File: src/rtl/fetch_queue_pkg.sv
`default_nettype none
// ============================================================================
//  Module      : fetch_queue_pkg
//  Description : Shared fetch/decode types. Holds the packet passed from
//                fetch to decode (pipe_in_t), the fetch queue depth used by
//                decode and the ROB for credit sizing, and the queue FSM
//                state enumeration.
//  Revision    : 1.0 - initial release
// ============================================================================
package fetch_queue_pkg;

    localparam int FQ_DEPTH = 8;
    localparam int FQ_RAS_W = 3;

    typedef struct packed {
        logic [31:0]         pc;
        logic [31:0]         instruction;
        logic                prediction;
        logic                branch;
        logic                jump;
        logic [FQ_RAS_W-1:0] ras_ptr;
        logic [31:0]         jalr_address;
        logic [7:0]          mcause;
        logic                exception;
    } pipe_in_t;

    typedef enum logic [0:0] {
        FQ_RUN  = 1'b0,
        FQ_HOLD = 1'b1
    } fq_state_t;

endpackage
`default_nettype wire

File: src/rtl/fetch_queue_if.sv
`default_nettype none
// ============================================================================
//  Module      : fetch_queue_if
//  Description : Handshake bundle around the fetch queue.
//                slave  : the queue itself (enqueue/dequeue/flush inputs,
//                         status and head entry outputs)
//                master : the surrounding pipeline (fetch, decode, commit)
//  Ports       : enq_valid/enq_data/full   - fetch side
//                deq_ready/deq_valid/deq_data - decode side
//                flush                     - redirect from commit
//                count/hold                - occupancy and freeze status
//  Revision    : 1.0 - initial release
// ============================================================================
interface fetch_queue_if #(
    parameter int DEPTH = fetch_queue_pkg::FQ_DEPTH,
    parameter int PTR_W = $clog2(DEPTH)
) ();
    import fetch_queue_pkg::*;

    logic           enq_valid;
    pipe_in_t       enq_data;
    logic           full;
    logic           deq_ready;
    logic           deq_valid;
    pipe_in_t       deq_data;
    logic           flush;
    logic [PTR_W:0] count;
    logic           hold;

    modport slave (
        input  enq_valid, enq_data, deq_ready, flush,
        output full, deq_valid, deq_data, count, hold
    );

    modport master (
        output enq_valid, enq_data, deq_ready, flush,
        input  full, deq_valid, deq_data, count, hold
    );

endinterface
`default_nettype wire

File: src/rtl/fetch_queue.sv
`default_nettype none
// ============================================================================
//  Module      : fetch_queue
//  Description : Decoupling FIFO between fetch and decode. Buffers one
//                pipe_in_t per enqueue, back-pressures fetch through full,
//                discards everything on flush, and freezes enqueue once a
//                faulting packet has been captured until the next flush.
//  Ports       : clk    - rising-edge clock
//                reset  - synchronous, active-high
//                q_if   - fetch_queue_if.slave handshake bundle
//  Revision    : 1.0 - initial release
// ============================================================================
module fetch_queue
    import fetch_queue_pkg::*;
#(
    parameter int DEPTH = FQ_DEPTH,
    parameter int PTR_W = $clog2(DEPTH)
) (
    input  logic         clk,
    input  logic         reset,
    fetch_queue_if.slave q_if
);

    localparam logic [0:0]     C_RUN  = 1'(FQ_RUN);
    localparam logic [0:0]     C_HOLD = 1'(FQ_HOLD);
    localparam logic [PTR_W:0] C_FULL = (PTR_W+1)'(DEPTH);

    pipe_in_t         mem_q [DEPTH];
    logic [PTR_W-1:0] head_q, head_d;
    logic [PTR_W-1:0] tail_q, tail_d;
    logic [PTR_W:0]   count_q, count_d;
    logic [0:0]       state_q, state_d;

    logic             w_full;
    logic             w_deq_valid;
    logic             w_enq_fire;
    logic             w_deq_fire;
    pipe_in_t         w_deq_data;

    always_comb begin
        // full depends only on registered state, so deq_ready never reaches
        // the fetch stall path combinationally.
        w_full      = (count_q == C_FULL) || (state_q == C_HOLD);
        w_deq_valid = (count_q != '0);
        w_deq_data  = w_deq_valid ? mem_q[head_q] : '0;

        // flush wins over both handshakes in the same cycle.
        w_enq_fire  = q_if.enq_valid && !w_full && !q_if.flush;
        w_deq_fire  = q_if.deq_ready && w_deq_valid && !q_if.flush;

        head_d  = head_q;
        tail_d  = tail_q;
        count_d = count_q;
        state_d = state_q;

        if (q_if.flush) begin
            head_d  = '0;
            tail_d  = '0;
            count_d = '0;
            state_d = C_RUN;
        end else begin
            // Power-of-two depth: pointers wrap by plain overflow.
            if (w_enq_fire) begin
                tail_d = tail_q + 1'b1;
            end
            if (w_deq_fire) begin
                head_d = head_q + 1'b1;
            end
            case ({w_enq_fire, w_deq_fire})
                2'b10:   count_d = count_q + 1'b1;
                2'b01:   count_d = count_q - 1'b1;
                default: count_d = count_q;
            endcase
            // The faulting packet itself is stored; everything after it is
            // wrong-path until commit redirects with a flush.
            if (w_enq_fire && q_if.enq_data.exception) begin
                state_d = C_HOLD;
            end
        end
    end

    always_ff @(posedge clk) begin
        if (reset) begin
            head_q  <= '0;
            tail_q  <= '0;
            count_q <= '0;
            state_q <= C_RUN;
        end else begin
            head_q  <= head_d;
            tail_q  <= tail_d;
            count_q <= count_d;
            state_q <= state_d;
            if (w_enq_fire) begin
                mem_q[tail_q] <= q_if.enq_data;
            end
        end
    end

    assign q_if.full      = w_full;
    assign q_if.deq_valid = w_deq_valid;
    assign q_if.deq_data  = w_deq_data;
    assign q_if.count     = count_q;
    assign q_if.hold      = (state_q == C_HOLD);

endmodule
`default_nettype wire
File: src/flat_wrapper.sv
// flat-port wrapper written by rule: the top's interface ports become plain ports
module fetch_queue_flat import fetch_queue_pkg::*;
#(
    parameter int DEPTH = FQ_DEPTH,
    parameter int PTR_W = $clog2(DEPTH)
)
  (clk, reset, q_if_enq_valid, q_if_enq_data, q_if_deq_ready, q_if_flush, q_if_full, q_if_deq_valid, q_if_deq_data, q_if_count, q_if_hold);
  fetch_queue_if #(.DEPTH(DEPTH), .PTR_W(PTR_W)) q_if_i ();
  input  logic clk;
  input  logic reset;
  input wire logic [$bits(q_if_i.enq_valid)-1:0] q_if_enq_valid;
  input wire logic [$bits(q_if_i.enq_data)-1:0] q_if_enq_data;
  input wire logic [$bits(q_if_i.deq_ready)-1:0] q_if_deq_ready;
  input wire logic [$bits(q_if_i.flush)-1:0] q_if_flush;
  output wire logic [$bits(q_if_i.full)-1:0] q_if_full;
  output wire logic [$bits(q_if_i.deq_valid)-1:0] q_if_deq_valid;
  output wire logic [$bits(q_if_i.deq_data)-1:0] q_if_deq_data;
  output wire logic [$bits(q_if_i.count)-1:0] q_if_count;
  output wire logic [$bits(q_if_i.hold)-1:0] q_if_hold;
  assign q_if_i.enq_valid = q_if_enq_valid;
  assign q_if_i.enq_data = q_if_enq_data;
  assign q_if_i.deq_ready = q_if_deq_ready;
  assign q_if_i.flush = q_if_flush;
  assign q_if_full = q_if_i.full;
  assign q_if_deq_valid = q_if_i.deq_valid;
  assign q_if_deq_data = q_if_i.deq_data;
  assign q_if_count = q_if_i.count;
  assign q_if_hold = q_if_i.hold;
  fetch_queue #(.DEPTH(DEPTH), .PTR_W(PTR_W)) u_core (.clk(clk), .reset(reset), .q_if(q_if_i));
endmodule
File: config.mk
export PLATFORM = sky130hd
export DESIGN_NAME = fetch_queue_flat
export DESIGN_NICKNAME = d
export VERILOG_FILES = /design/src/rtl/fetch_queue_pkg.sv /design/src/rtl/fetch_queue_if.sv /design/src/rtl/fetch_queue.sv /design/src/flat_wrapper.sv
export SDC_FILE = /design/constraint.sdc
export NUM_CORES = 1
export LEC_CHECK = 0
export CORE_ASPECT_RATIO = 2
export CORE_UTILIZATION = 39
export CTS_CLUSTER_DIAMETER = 80
export CTS_CLUSTER_SIZE = 40
export DETAILED_ROUTE_END_ITERATION = 8
export GPL_ROUTABILITY_DRIVEN = 0
export GPL_TIMING_DRIVEN = 0
export SYNTH_ARGS = -nofsm -noshare
export SYNTH_HDL_FRONTEND = slang
export SYNTH_SLANG_ARGS = --single-unit
File: constraint.sdc
create_clock -name clk -period 13.1 [get_ports clk]
set_input_delay 2.62 -clock clk [delete_from_list [all_inputs] [get_ports clk]]
set_output_delay 2.62 -clock clk [all_outputs]
set_load 0.02 [all_outputs]
Yosys cells after proc, flatten, opt, wreduce, memory -nomap -nowiden
Memories as Yosys holds them, arrays and structs flattened. A register that Yosys moved wholly into a read port is not among the register bits.
Index checks and enable logic that the tools add are counted.
{"block": "classes", "n_addsub": 4, "n_eq_ne": 3, "mux": 7, "n_reduce_logical": 11}
{"operator": "$mux 111", "n": 1}
{"operator": "$pmux 4 s2", "n": 1}
{"operator": "$add 3x1->3 const B", "n": 2}
{"operator": "$mux 3", "n": 2}
{"operator": "$logic_and 1x1->1", "n": 5}
{"operator": "$add 4x1->4 const B", "n": 1}
{"operator": "$eq 4x4->1 const B", "n": 1}
{"operator": "$reduce_bool 4->1", "n": 1}
{"operator": "$sub 4x1->4 const B", "n": 1}
{"operator": "$mux 1", "n": 3}
{"operator": "$eq 2x1->1 const B", "n": 1}
{"operator": "$eq 2x2->1 const B", "n": 1}
{"operator": "$logic_not 1->1", "n": 2}
{"operator": "$reduce_bool 2->1", "n": 1}
{"operator": "$reduce_or 2->1", "n": 1}
{"operator": "$logic_or 1x1->1", "n": 1}
{"block": "word_totals", "ff_bits": 11, "ram_bits": 888, "input_bits": 116, "out_inout_bits": 118, "elab_cells": 30, "mem_count": 1}
{"name": "u_core.mem_q", "depth": 8, "width": 111, "rd": 1, "rd_ports_with_merged_regs": 1, "write_ports": 1, "line_no": "fetch_queue.sv:28", "text": "pipe_in_t mem_q [DEPTH];"}

Depth between registers and ports, before layout
{"block": "logic_depth", "word_depth": 8, "depth_mapped": 12, "depth_no_buf": 11}

Worst setup path after synthesis
OpenSTA, ideal clock, no wires.
{"block": "synth_path", "kind": "input-to-reg", "startpoint": "input q_if_flush", "endpoint": "memory u_core.mem_q[0][0] (netlist name), enable pin", "setup_ps": 717, "arrival_ps": 10624, "t_required_ps": 12383, "slack_ps": 1759, "stages": 4, "path_buffers": 0, "path_cell_list": "or2_2 > nor2_1 > nand2_1 > nor3_1"}
{"block": "synth_via", "elab_chain_cells": 5}
{"item": "start: declaration", "line_no": "flat_wrapper.sv:14", "text": "input wire logic [$bits(q_if_i.flush)-1:0] q_if_flush;"}
{"item": "$logic_not 1->1", "line_no": "fetch_queue.sv:48", "text": "w_enq_fire = q_if.enq_valid && !w_full && !q_if.flush;"}
{"item": "$logic_and 1x1->1", "line_no": "fetch_queue.sv:48"}
{"item": "$mux 1", "line_no": "fetch_queue.sv:93", "text": "if (w_enq_fire) begin"}
{"item": "$mux 1", "line_no": "fetch_queue.sv:83", "text": "if (reset) begin"}
{"item": "$mux 1 (implied by the code)", "line_no": "fetch_queue.sv:94", "text": "mem_q[tail_q] <= q_if.enq_data;"}
{"item": "end: declaration", "line_no": "fetch_queue.sv:28"}
No other way between the ends.

==> reports/results.ini <==
[grt]
grtUsageTotal=0.175
grt_pass1_wl_um=114000
grt_max_degree=42
gr-total-overflow=0
grt_pass1_vias=17300
antenna_found_initial=10

[placed_design]
hpwl_um=50900
dp.cells=2949
io_buffers=233

[logic_synthesis]
yosysSeqAreaShare=0.783
synth-seq-cells=902
synth_area_um2=34400
yosys.area.top_type=edfxtp_1
synthTopCellsByArea=edfxtp_1 78%, mux4_2 15%, mux2i_1 3.3%
yosys_warnings=0
postSynthCellCount=1492
ys_types=30
syn-num-nets=1613
syn_avg_cell_area_um2=23.1
synth_top_area_frac=0.775

[job]
max_cap_viol_count=0

[floorplan]
ios=234
num_rows=153
die_x_um=212
die_h_um=422
die_area_um2=89500
core-area_um2=87100
initial_core_util=0.395

[setup_path]
crit_path_end_kind=output pin
critPathMaxFanout=10
crit_chain=clkbuf_1 > clkbuf_1 > buf_2 > mux2i_1 > nor2_1 > clkdlybuf4s50_1
cp.required_ns=10.48
critPathKind=reg2out
cp_slowest_cell=clkbuf_1
arrival_ns=3.64
critPathCapture=q_if_deq_data[37]
r2r_cells=9
critPathLaunchType=flop
reg2reg_to=u_core.mem_q[0][40]
critical-path-max-stage-delay_ns=0.92
rr_startpoint=u_core.q_if.count[1]
crit_path_frequent_cell=clkbuf_1
ff2ff_setup_slack_ns=9.97

[routing]
first_iter_violations=1153
drc=0
wl_um=77600
wire_per_inst_um=25.9
ant_nets=0
first_pass_iters=4
via_per_inst=5.25
vias=15700

[sta]
period_share=0.478
finalClockSkew_ns=0.0256
worstMarginPinSlew_ns=1.23
hold_violations=0
fmax_mhz=160
slew_headroom=0.177
finalCriticalPeriod_ns=6.26
drv_slew=0
tns_ns=0
report.final.setup_viol=0
rsz0062_at_grt=false

[layout]
layout.nets=1938
final_layout_size_suffix_gt1_frac=0.216
final_cell_mix=888 x edfxtp_1, 233 x clkdlybuf4s50_1, 222 x mux4_2, 122 x nor2_1, 112 x mux2i_1
fillers=7382
layout.cells.non_filler=2998
synthToLayoutAreaGrowth_pct=16.6
final_common_cell=edfxtp_1
final_util=0.461

[power]
p_leak_nw=11.8
vdd_drop_max_v=0.000112
p_per_area_nw_per_um2=115
total_power_mw=4.63

[clock_tree]
numCtsBuffers=28
htreeDepth=1
postCtsSetupBuffers=0
path_clk_slew_ns=0.14
cts_tree=built
cts_root_buf=clkbuf_16
ctsHoldBuffers=0
clk_latency_ns=0.64
ctsResizeCount=0
cts_buffer_depth=3
cts.sinks=902

[worst_hold_path]
worst_hold_path_type=reg2reg

[status]
run_status=finished, final reports clean

-- logic make-up (layout without fill, tap and decap cells) --
group | count (synthesis) | count (layout) | synth area share
compound gates | 10 | 10 | 0.00156
xor+xnor | 6 | 6 | 0.00153
fa+ha+maj | 5 | 5 | 0.00182
buf+inv | 79 | 421 | 0.0148
flops | 902 | 902 | 0.783
mux | 334 | 334 | 0.178
other cells | 0 | 2 | 0
simple gates | 156 | 156 | 0.0192
-- layout make-up --
class	count	area, um2	area share
Clock buffer	38	759	0.0189
Inverter	1	3.75	0.0000935
Timing Repair Buffer	295	3330	0.0830
Buffer	78	507	0.0126
Clock inverter	9	119	0.00296
Sequential cell	902	26900	0.671
Multi-Input combinational cell	511	7010	0.175
Antenna cell	2	5.00	0.000125
Tap cell	1162	1450	0.0362
-- routing by layer --
metal  track usage  wire, um  up-vias
li1              -         -     6811
met1         0.223     31200     8462
met2         0.313     41000      365
met3        0.0283      3990       73
met4        0.0371      1240       14
met5             0       101        -
-- per-stage QoR --
stage               hold WS, ns  worst slack (ns)  cell area [um2]
floorplan                 0.454              1.76            34400
global placement          0.485             -7.87            38200
detailed placement        0.508              7.41            39200
CTS                       0.528              6.67            40100
global route              0.540              6.55            40100
finish                    0.530              6.84            40100
-- how the worst min path moves through the flow --
stage	endpoint	slack (ns)	from	cells after the start
after floorplan	flop	0.45	u_core.head_q[1]	2
after global placement	u_core.tail_q[0]	0.49	u_core.tail_q[0]	2
after detailed placement	u_core.q_if.count[3]	0.51	u_core.q_if.count[3]	2
after CTS	flop	0.53	u_core.head_q[1]	2
after global routing	flop	0.54	u_core.head_q[1]	2
final	u_core.head_q[1]	0.53	u_core.head_q[1]	2
-- cells in the mapped netlist --
library cell,number
a211o_1,1
a21oi_1,4
buf_2,42
buf_6,20
buf_8,1
clkbuf_1,15
dfxtp_1,14
edfxtp_1,888
ha_1,5
inv_2,1
mux2i_1,112
mux4_2,222
nand2_1,7
nand2b_1,3
nand3_1,5
nand4_1,1
nor2_1,128
nor2b_1,1
nor3_1,2
nor3b_2,1
nor4_2,1
nor4b_1,1
nor4b_2,1
nor4bb_1,2
o21ai_0,4
o21ai_1,1
or2_2,2
or3_1,1
xnor2_1,1
xor2_1,5
-- registers in the layout (all words and copies together), names as in the netlist, named ones only --
signal and count:
u_core.mem_q 888, u_core.q_if.count 4, u_core.head_q 3, u_core.tail_q 3, u_core.q_if.hold 1
-- critical path: cells and delay by family (launching register included) --
kind / cells / cell delay (ns)
mux: 1 / 0.13
buf+inv: 4 / 2.24
simple gates: 1 / 0.26
flops: 1 / 0.34
-- power breakdown --
group	leakage (nW)	switching [mW]	internal (mW)
registers	8.11	0.00391	3.18
clock network	0.421	0.830	0.431
logic	3.30	0.0983	0.0832
total	11.8	0.932	3.69
(Power assumes the default switching activity.)
==> patch (config.mk and constraints unchanged) <==
The package constant `FQ_RAS_W` goes from 3 to 6.
--- a/src/rtl/fetch_queue_pkg.sv
+++ b/src/rtl/fetch_queue_pkg.sv
@@ -12,3 +12,3 @@
     localparam int FQ_DEPTH = 8;
-    localparam int FQ_RAS_W = 3;
+    localparam int FQ_RAS_W = 6;
 
Interface: changed (resized q_if_deq_data and q_if_enq_data); port bits go from 234 to 240. The function was not compared with the original's and may differ.
==> patch against the original RTL <==
Cell area grew 2.6%; area after synthesis is 2.7% higher; register-to-register slack worse by 0.53 ns; sequential cell count increased by 24; first-iteration DRC count increased by 3.3%; total power increased by 2.0%; via count increased by 2.4%; core utilization about the same; wire length increased by 3.0%; largest power group unchanged; setup slack got worse by 0.40 ns; die area rose by 2.7%.
==> patch: results (changes against the original RTL) <==
- Flop-to-flop setup slack: 9.44 ns (-0.53 ns)
- Max VDD drop: 0.000108 V (-3.3%)
- Post-synthesis sequential area ratio: 78.3% (about the same)
- Reg2reg end: u_core.mem_q[1][51]$_DFFE_PP_
- Routed vias/inst: 5.27 (+0.45%)
- Gr usage total: 17.5% (-0.056 points)
- Hold slack final: 0.505 ns (-0.0241 ns)
- Commonest cells post-synth: 912 x edfxtp_1, 228 x mux4_2, 131 x nor2_1, 115 x mux2i_1, 34 x buf_2
- Synth Net Count: 1653 (+2.5%)
- Filler Cells Inserted: 7383 (+0.014%)
- First-pass GRT wire length: 118000 µm (+3.3%)
- Slowest CP cell: nor4_4
- Met3 Usage GRT: 2.39% (-0.44 points)
- GR Util met2: 31.8% (+0.49 points)
- Worst reg2reg path depth: 11 (+2)
- Post-DP Area: 0.0403 mm² (+2.8%)
- Worst path max stage delay: 0.88 ns (-0.04 ns)
- Clk slew on worst S/H paths: 0.10 ns (-0.04 ns)
- Post-CTS setup buffer count: 0 (unchanged)
- Status: completed
- Max-slew headroom: 24.0% (+6.4 points)
- Number of synthesized flops with an enable pin: 912 (+2.7%)
- Final net count: 1987 (+2.5%)
- GRT met1 Usage: 22.3% (about the same)
- DPL Wire Length: 53500 µm (+5.2%)
- Static Leakage: 0.0121 µW (+2.5%)
- Final Skew: 0.0473 ns (+0.0217 ns)
- Starting DRT DRC Count: 1191 (+3.3%)
- Vias in the first global route: 17500 (+1.3%)
- Worst Path Arrival: 4.04 ns (+0.40 ns)
- Area share of the largest cell type after synthesis: 77.5% (about the same)
- HP Start: u_core.head_q[1]$_SDFFE_PP0N_
- Largest register FFs: 912 (+2.7%)
- WL final: 79900 µm (+3.0%)
- Clk Latency, worst-skew pair: 0.66 ns (+0.02 ns)
- Layout cells sized above 1: 21.5% (-0.12 points)
- Antenna violations before repair: 13 (+3)
- PortBufs: 239 (+2.6%)
==> patch: worst register-to-register path, cell delays in order (launching register included) <==
cell and delay (ns):
dfxtp_1 0.46, buf_4 0.21, nor4b_1 0.10, nor3b_2 0.39, nand3_1 0.38, nor3_2 0.74, buf_6 0.25, buf_6 0.17
buf_6 0.17, buf_6 0.18, buf_6 0.18, buf_6 0.19
==> patch: how the worst max path moves through the flow <==
| stage | end | slack [ns] | from |
|---|---|---|---|
| 2_1_floorplan | u_core.mem_q[0][0]$_DFFE_PP_ | 1.55 | q_if_flush |
| 3_3_place_gp | u_core.mem_q[0][60]$_DFFE_PP_ | -8.41 | q_if_enq_valid |
| 3_5_place_dp | q_if_deq_data[66] | 6.90 | u_core.q_if.count[1]$_SDFFE_PP0P_ |
| 4_1_cts | q_if_deq_data[66] | 6.18 | u_core.q_if.count[1]$_SDFFE_PP0P_ |
| 5_1_grt | q_if_deq_data[66] | 6.20 | u_core.q_if.count[1]$_SDFFE_PP0P_ |
| 6_report | q_if_deq_data[66] | 6.44 | u_core.q_if.count[1]$_SDFFE_PP0P_ |
==> patch: metrics by stage <==
stage	utilization, %	total power [µW]	worst slack [ns]	cells	TNS, ns
after floorplan	-	3410	1.55	1529	0
after global placement	43.9	3520	-8.41	2945	-3014.37
after detailed placement	45.1	3530	6.90	3010	0
after CTS	46.1	4760	6.18	3054	0
after global routing	46.1	4850	6.20	3055	0
final	46.1	4720	6.44	3057	0
==> patch: area by class of cell <==
class	count	share of cell area, %
tap	1177	3.58
sequential	926	67.2
clock inverter	6	0.204
timing repair buffer	304	8.41
antenna	3	0.0182
multi-input combinational	523	17.5
clock buffer	38	1.84
inverter	1	0.00911
buffer	79	1.31
==> patch: report_power, final <==
group | internal, µW | total (µW) | switching (µW)
clock | 426 | 1260 | 837
sequential | 3260 | 3270 | 3.95
combinational | 85.5 | 187 | 102
==> patch: cells by family (layout without fill, tap and decap cells) <==
family,count (synthesis),after routing,share of synthesized area [%]
flops,926,926,78.3
mux,343,343,17.8
simple gates,159,159,1.92
buf+inv,80,428,1.53
compound gates,10,10,0.152
xor+xnor,6,6,0.149
fa+ha+maj,5,5,0.177
other cells,0,3,0
==> patch: metal layers <==
layer	up-vias	wire [µm]
met3	73	3310
met2	328	42200
met4	16	1190
met1	8700	33100
met5	-	103
li1	6990	-
